===== src/rtl/calc_seq.sv =====
// calc_seq: operation sequencer for the calculator datapath.
// Reads two operands from the 4-entry register file (rsel/q), runs one ALU
// operation and writes the result back (d/wsel/we), reporting done and flags.
// Optional feature macro: SEQ_MUL_EN enables op 111 as an iterative
// shift-add multiplier (EXE lasts WIDTH cycles); when undefined, op 111 is
// treated as unsupported and no multiplier logic is built.
module calc_seq #(
  parameter int WIDTH = 16,
  parameter int SELW  = 2
) (
  input  logic             ck,
  input  logic             res,
  input  logic             start,
  input  logic [2:0]       op,
  input  logic [SELW-1:0]  src_a,
  input  logic [SELW-1:0]  src_b,
  input  logic [SELW-1:0]  dst,
  input  logic [WIDTH-1:0] q,
  output logic [SELW-1:0]  rsel,
  output logic [SELW-1:0]  wsel,
  output logic [WIDTH-1:0] d,
  output logic             we,
  output logic             busy,
  output logic             done,
  output logic             carry,
  output logic             zero,
  output logic             err
);

  typedef enum logic [2:0] {
    IDLE = 3'd0,
    RDA  = 3'd1,
    RDB  = 3'd2,
    EXE  = 3'd3,
    WRB  = 3'd4
  } state_t;

  state_t           state_r;
  logic [2:0]       op_r;
  logic [SELW-1:0]  srcb_r;
  logic [SELW-1:0]  dst_r;
  logic [WIDTH-1:0] a_r;
  logic [WIDTH-1:0] b_r;

  logic [WIDTH:0]   sum_s;
  logic [WIDTH-1:0] alu_res_s;
  logic             alu_carry_s;
  logic             alu_ok_s;
  logic [WIDTH-1:0] exe_res_s;
  logic             exe_carry_s;
  logic             exe_ok_s;
  logic             exe_last_s;

`ifdef SEQ_MUL_EN
  localparam int CNTW = (WIDTH > 1) ? $clog2(WIDTH) : 1;
  localparam logic [CNTW-1:0] LAST_BIT = CNTW'(WIDTH - 1);

  // {high accumulator, low multiplier}: each EXE cycle consumes one multiplier bit
  logic [2*WIDTH-1:0] prod_r;
  logic [CNTW-1:0]    cnt_r;
  logic [WIDTH:0]     mstep_s;
  logic [2*WIDTH-1:0] mnext_s;
`endif

  // Result, carry and completion of the EXE step for the operation in flight
  always_comb begin
    sum_s       = {1'b0, a_r} + {1'b0, b_r};
    alu_res_s   = {WIDTH{1'b0}};
    alu_carry_s = 1'b0;
    alu_ok_s    = 1'b1;
    case (op_r)
      3'b000: begin
        alu_res_s   = sum_s[WIDTH-1:0];
        alu_carry_s = sum_s[WIDTH];
      end
      3'b001: begin
        alu_res_s   = a_r - b_r;
        alu_carry_s = (a_r < b_r);
      end
      3'b010: alu_res_s = a_r & b_r;
      3'b011: alu_res_s = a_r | b_r;
      3'b100: alu_res_s = a_r ^ b_r;
      3'b101: {alu_carry_s, alu_res_s} = {a_r, 1'b0};
      3'b110: {alu_res_s, alu_carry_s} = {1'b0, a_r};
      default: alu_ok_s = 1'b0;
    endcase

    exe_res_s   = alu_res_s;
    exe_carry_s = alu_carry_s;
    exe_ok_s    = alu_ok_s;
    exe_last_s  = 1'b1;

`ifdef SEQ_MUL_EN
    mstep_s = {1'b0, prod_r[2*WIDTH-1:WIDTH]}
            + (prod_r[0] ? {1'b0, a_r} : {(WIDTH+1){1'b0}});
    mnext_s = {mstep_s, prod_r[WIDTH-1:1]};
    if (op_r == 3'b111) begin
      exe_res_s   = mnext_s[WIDTH-1:0];
      exe_carry_s = |mnext_s[2*WIDTH-1:WIDTH];
      exe_ok_s    = 1'b1;
      exe_last_s  = (cnt_r == LAST_BIT);
    end else begin
      exe_last_s  = 1'b1;
    end
`endif
  end

  // Sequencer FSM with all outputs registered; reset aborts any operation at once
  always_ff @(posedge ck or negedge res) begin
    if (!res) begin
      state_r <= IDLE;
      op_r    <= 3'b000;
      srcb_r  <= {SELW{1'b0}};
      dst_r   <= {SELW{1'b0}};
      a_r     <= {WIDTH{1'b0}};
      b_r     <= {WIDTH{1'b0}};
      rsel    <= {SELW{1'b0}};
      wsel    <= {SELW{1'b0}};
      d       <= {WIDTH{1'b0}};
      we      <= 1'b0;
      busy    <= 1'b0;
      done    <= 1'b0;
      carry   <= 1'b0;
      zero    <= 1'b0;
      err     <= 1'b0;
`ifdef SEQ_MUL_EN
      prod_r  <= {(2*WIDTH){1'b0}};
      cnt_r   <= {CNTW{1'b0}};
`endif
    end else begin
      case (state_r)
        IDLE: begin
          if (start) begin
            op_r    <= op;
            srcb_r  <= src_b;
            dst_r   <= dst;
            rsel    <= src_a;
            err     <= 1'b0;
            busy    <= 1'b1;
            state_r <= RDA;
          end else begin
            state_r <= IDLE;
          end
        end
        RDA: begin
          a_r     <= q;
          rsel    <= srcb_r;
          state_r <= RDB;
        end
        RDB: begin
          b_r     <= q;
`ifdef SEQ_MUL_EN
          prod_r  <= {{WIDTH{1'b0}}, q};
          cnt_r   <= {CNTW{1'b0}};
`endif
          state_r <= EXE;
        end
        EXE: begin
`ifdef SEQ_MUL_EN
          prod_r <= mnext_s;
          cnt_r  <= cnt_r + CNTW'(1'b1);
`endif
          if (exe_last_s) begin
            if (exe_ok_s) begin
              d     <= exe_res_s;
              carry <= exe_carry_s;
              zero  <= (exe_res_s == {WIDTH{1'b0}});
              we    <= 1'b1;
            end else begin
              err   <= 1'b1;
              we    <= 1'b0;
            end
            wsel    <= dst_r;
            done    <= 1'b1;
            state_r <= WRB;
          end else begin
            state_r <= EXE;
          end
        end
        WRB: begin
          we      <= 1'b0;
          done    <= 1'b0;
          busy    <= 1'b0;
          state_r <= IDLE;
        end
        default: begin
          we      <= 1'b0;
          done    <= 1'b0;
          busy    <= 1'b0;
          state_r <= IDLE;
        end
      endcase
    end
  end

endmodule


===== config.mk =====
export PLATFORM = sky130hd
export DESIGN_NAME = calc_seq
export DESIGN_NICKNAME = d
export VERILOG_FILES = /design/src/rtl/calc_seq.sv
export SDC_FILE = /design/constraint.sdc
export NUM_CORES = 1
export LEC_CHECK = 0
export BUFFER_PORTS_ARGS = -buffer_cell sky130_fd_sc_hd__buf_2
export CORE_ASPECT_RATIO = 1.2
export CORE_MARGIN = 4
export CORE_UTILIZATION = 65
export DETAILED_ROUTE_END_ITERATION = 7
export PLACE_DENSITY = 0.86
export SYNTH_ARGS = -nofsm -noshare
export SYNTH_HDL_FRONTEND = slang
export SYNTH_SLANG_ARGS = --single-unit

===== constraint.sdc =====
create_clock -name ck -period 5.09 [get_ports ck]
set_clock_uncertainty 0.05 [all_clocks]
set_input_delay 1.018 -clock ck [delete_from_list [all_inputs] [get_ports ck]]
set_output_delay 1.018 -clock ck [all_outputs]
set_load 0.05 [all_outputs]

==> flow_summary.yaml <==
status:
  status: "finished, final reports clean"
sta:
  fmax_ghz: 0.2957
  max_slew_margin: 0.3352
  fin_crit_ns: 3.382
  hold_viol: 0
  worst-slew-pin-transition_ns: 0.9971
  timing.final.crit_share: 0.6645
  setup-violations-final: 0
  report.final.slew_viol_count: 0
  grt_setup_unrepaired: "no"
  setup_tns_ns: 0
worst_hold_path:
  hold_path_class: "reg -> reg"
  min-delay-start: "d[11]"
  hold_path_end: "d[11]"
  hold_depth: 2
detailed_routing:
  drc_errors: 0
  wirelength_um: 15340
  vias: 5140
  first_iter_violations: 730
  routed_via_density: 6.482
  firstDrtPassIters: 6
  drt-wirelength-per-cell_um: 19.34
  antenna_left: 0
floorplan:
  rows: 36
  die_h_um: 108.8
  die_area_mm2: 0.01000
  pin_count: 54
  start_util: 0.6708
  core_area_mm2: 0.008198
  chipWidth_um: 91.97
critical_path:
  reg2regPathDepth: 9
  startpoint_type: "register"
  path_class: "reg -> reg"
  rrSetupSlack_ns: 1.71
  end_kind: "register"
  arrival_ns: 3.61
  cp_max_fo: 27
  r2r_start: "op_r[2]"
  worstPathRequired_ns: 5.32
  r2r-end: "zero"
synth:
  syn_nets: 723
  synth-seq-cells: 68
  yosysWarningCount: 0
  ys_seq_area_frac: 0.3094
  synth-edff-count: 0
  syn_avg_cell_area_um2: 8.552
  ys.flop_type: "dfrtp_1"
  ys_async_sr_fraction: 1.000
  syn_inst: 643
  synth_area_mm2: 0.005499
  ys_types: 74
clock_network:
  cts-buffers-inserted: 9
  cts_hold_buf: 0
  clock-sinks: 68
  post-cts-setup-buffer-count: 0
  clkLatencyLatePin_ns: 0.36
  cts_buffer_depth: 2
  root_buffer: "clkbuf_8"
  htree_levels: 3
  clkTransAtPathRegs_ns: 0.08
  cts_resized: 0
  tritoncts: "done"
layout:
  fill_cells: 644
  nets: 756
  layout-drive-gt1-share: 0.1649
  syn_to_final_growth_pct: 8.942
  n_antenna_cell: 0
  final_cell_mix: "nand2_1, o21ai_0, dfrtp_1"
placement:
  dp_hpwl_um: 11520
  gp_congestion: 1.029
  portBuffers: 53
global_routing:
  grt_pass1_wl_um: 24870
  gr-total-overflow: 0
  antenna_found_initial: 0
  grt_pass1_vias: 4974
  grt_max_degree: 50
  globalRouteTotalUtil: 0.3161
job:
  maxCapViolations: 0
-- synthesized netlist by cell type, types with 3 or more instances --
master,count,area share
o211ai_1,9,0.012
a2bb2oi_1,3,0.0048
o21ai_0,73,0.066
clkbuf_1,16,0.011
o22ai_1,6,0.0068
and2_1,7,0.0080
inv_1,41,0.028
a211oi_1,8,0.011
nor2b_1,16,0.018
o221ai_1,9,0.014
o21bai_1,4,0.0055
nor4_1,5,0.0057
a22o_1,5,0.0080
a221oi_1,5,0.0080
o31ai_1,5,0.0068
nand2_1,73,0.050
nand3b_1,5,0.0068
dfrtp_1,68,0.31
nor2_1,40,0.027
mux2i_1,17,0.031
nor3_1,5,0.0045
o21ai_1,3,0.0027
a21oi_1,29,0.026
nand2b_1,12,0.014
nand3_1,5,0.0045
mux2_2,19,0.039
buf_2,18,0.016
ha_1,50,0.11
a31oi_1,5,0.0057
a21o_1,6,0.0082
and3_1,6,0.0068
a221o_1,3,0.0055
xor2_1,3,0.0048
a211o_1,6,0.0096
or2_2,5,0.0057
-- layout make-up --
class	count	area, µm²	share of cell area
clock buffers	10	137.6	0.02297
clock inverters	4	75.07	0.01253
inverters	43	161.4	0.02694
multi-input cells	494	3455	0.5766
flip-flops and latches	68	1702	0.2840
well taps	114	142.6	0.02381
repair buffers	60	317.8	0.05305
-- metrics by stage --
stage | std cells | util | cell area [µm²] | hold WS, ns | setup WS (ns)
6_report | 793 | 0.7308 | 5991 | 0.4277 | 1.708
4_1_cts | 793 | 0.7308 | 5991 | 0.4333 | 1.809
3_3_place_gp | 779 | 0.7048 | 5778 | 0.4058 | 1.902
5_1_grt | 793 | 0.7308 | 5991 | 0.4545 | 1.508
2_1_floorplan | 643 | - | 5499 | 0.3960 | 2.288
3_5_place_dp | 779 | 0.7048 | 5778 | 0.4161 | 1.817
-- registers in the layout (all words and copies together), names as in the netlist, 2 cells and up --
| name | flops |
|---|---|
| a_r | 16 |
| b_r | 16 |
| d | 16 |
| op_r | 3 |
| state_r | 3 |
| dst_r | 2 |
| rsel | 2 |
| srcb_r | 2 |
| wsel | 2 |
-- worst max-delay path: stages, from the launching register on --
cell	delay [ns]
dfrtp_1	1.00
nand2b_1	0.47
o21ai_1	0.12
a222oi_1	0.53
o21ai_1	0.19
nor4b_2	0.30
nand4b_1	0.17
nor4_2	0.16
nand4_1	0.13
o31ai_2	0.19
-- how the worst max path moves through the flow --
stage / startpoint / endpoint / depth (start not counted)
floorplan: a_r[0] / d[14] / 11
global placement: op_r[2] / zero / 9
detailed placement: op_r[2] / zero / 9
CTS: op_r[2] / zero / 9
global route: op_r[2] / zero / 9
finish: op_r[2] / zero / 9
-- per-layer routing --
| metal | vias to the layer above | share of wire | GRT usage |
|---|---|---|---|
| met5 | - | 0 | 0 |
| met1 | 2422 | 0.42 | 0.4304 |
| li1 | 2360 | - | - |
| met4 | 0 | 0.020 | 0.09873 |
| met3 | 36 | 0.096 | 0.07798 |
| met2 | 322 | 0.46 | 0.5000 |
-- logic make-up (layout without fill, tap and decap cells) --
kind of cell             after synthesis  count (layout)  synth area share
flip-flops                            68              68            0.3094
buffers and inverters                 81             117           0.06280
multiplexers                          38              38           0.07600
XOR/XNOR                               4               4          0.006372
adder cells (fa/ha/maj)               52              52            0.1210
AO/OA/AOI/OAI                        203             203            0.2451
AND/OR/NAND/NOR                      197             197            0.1793
Power is not shown: default switching activity piles up to over one toggle a cycle in this logic, so the estimate is an artifact.
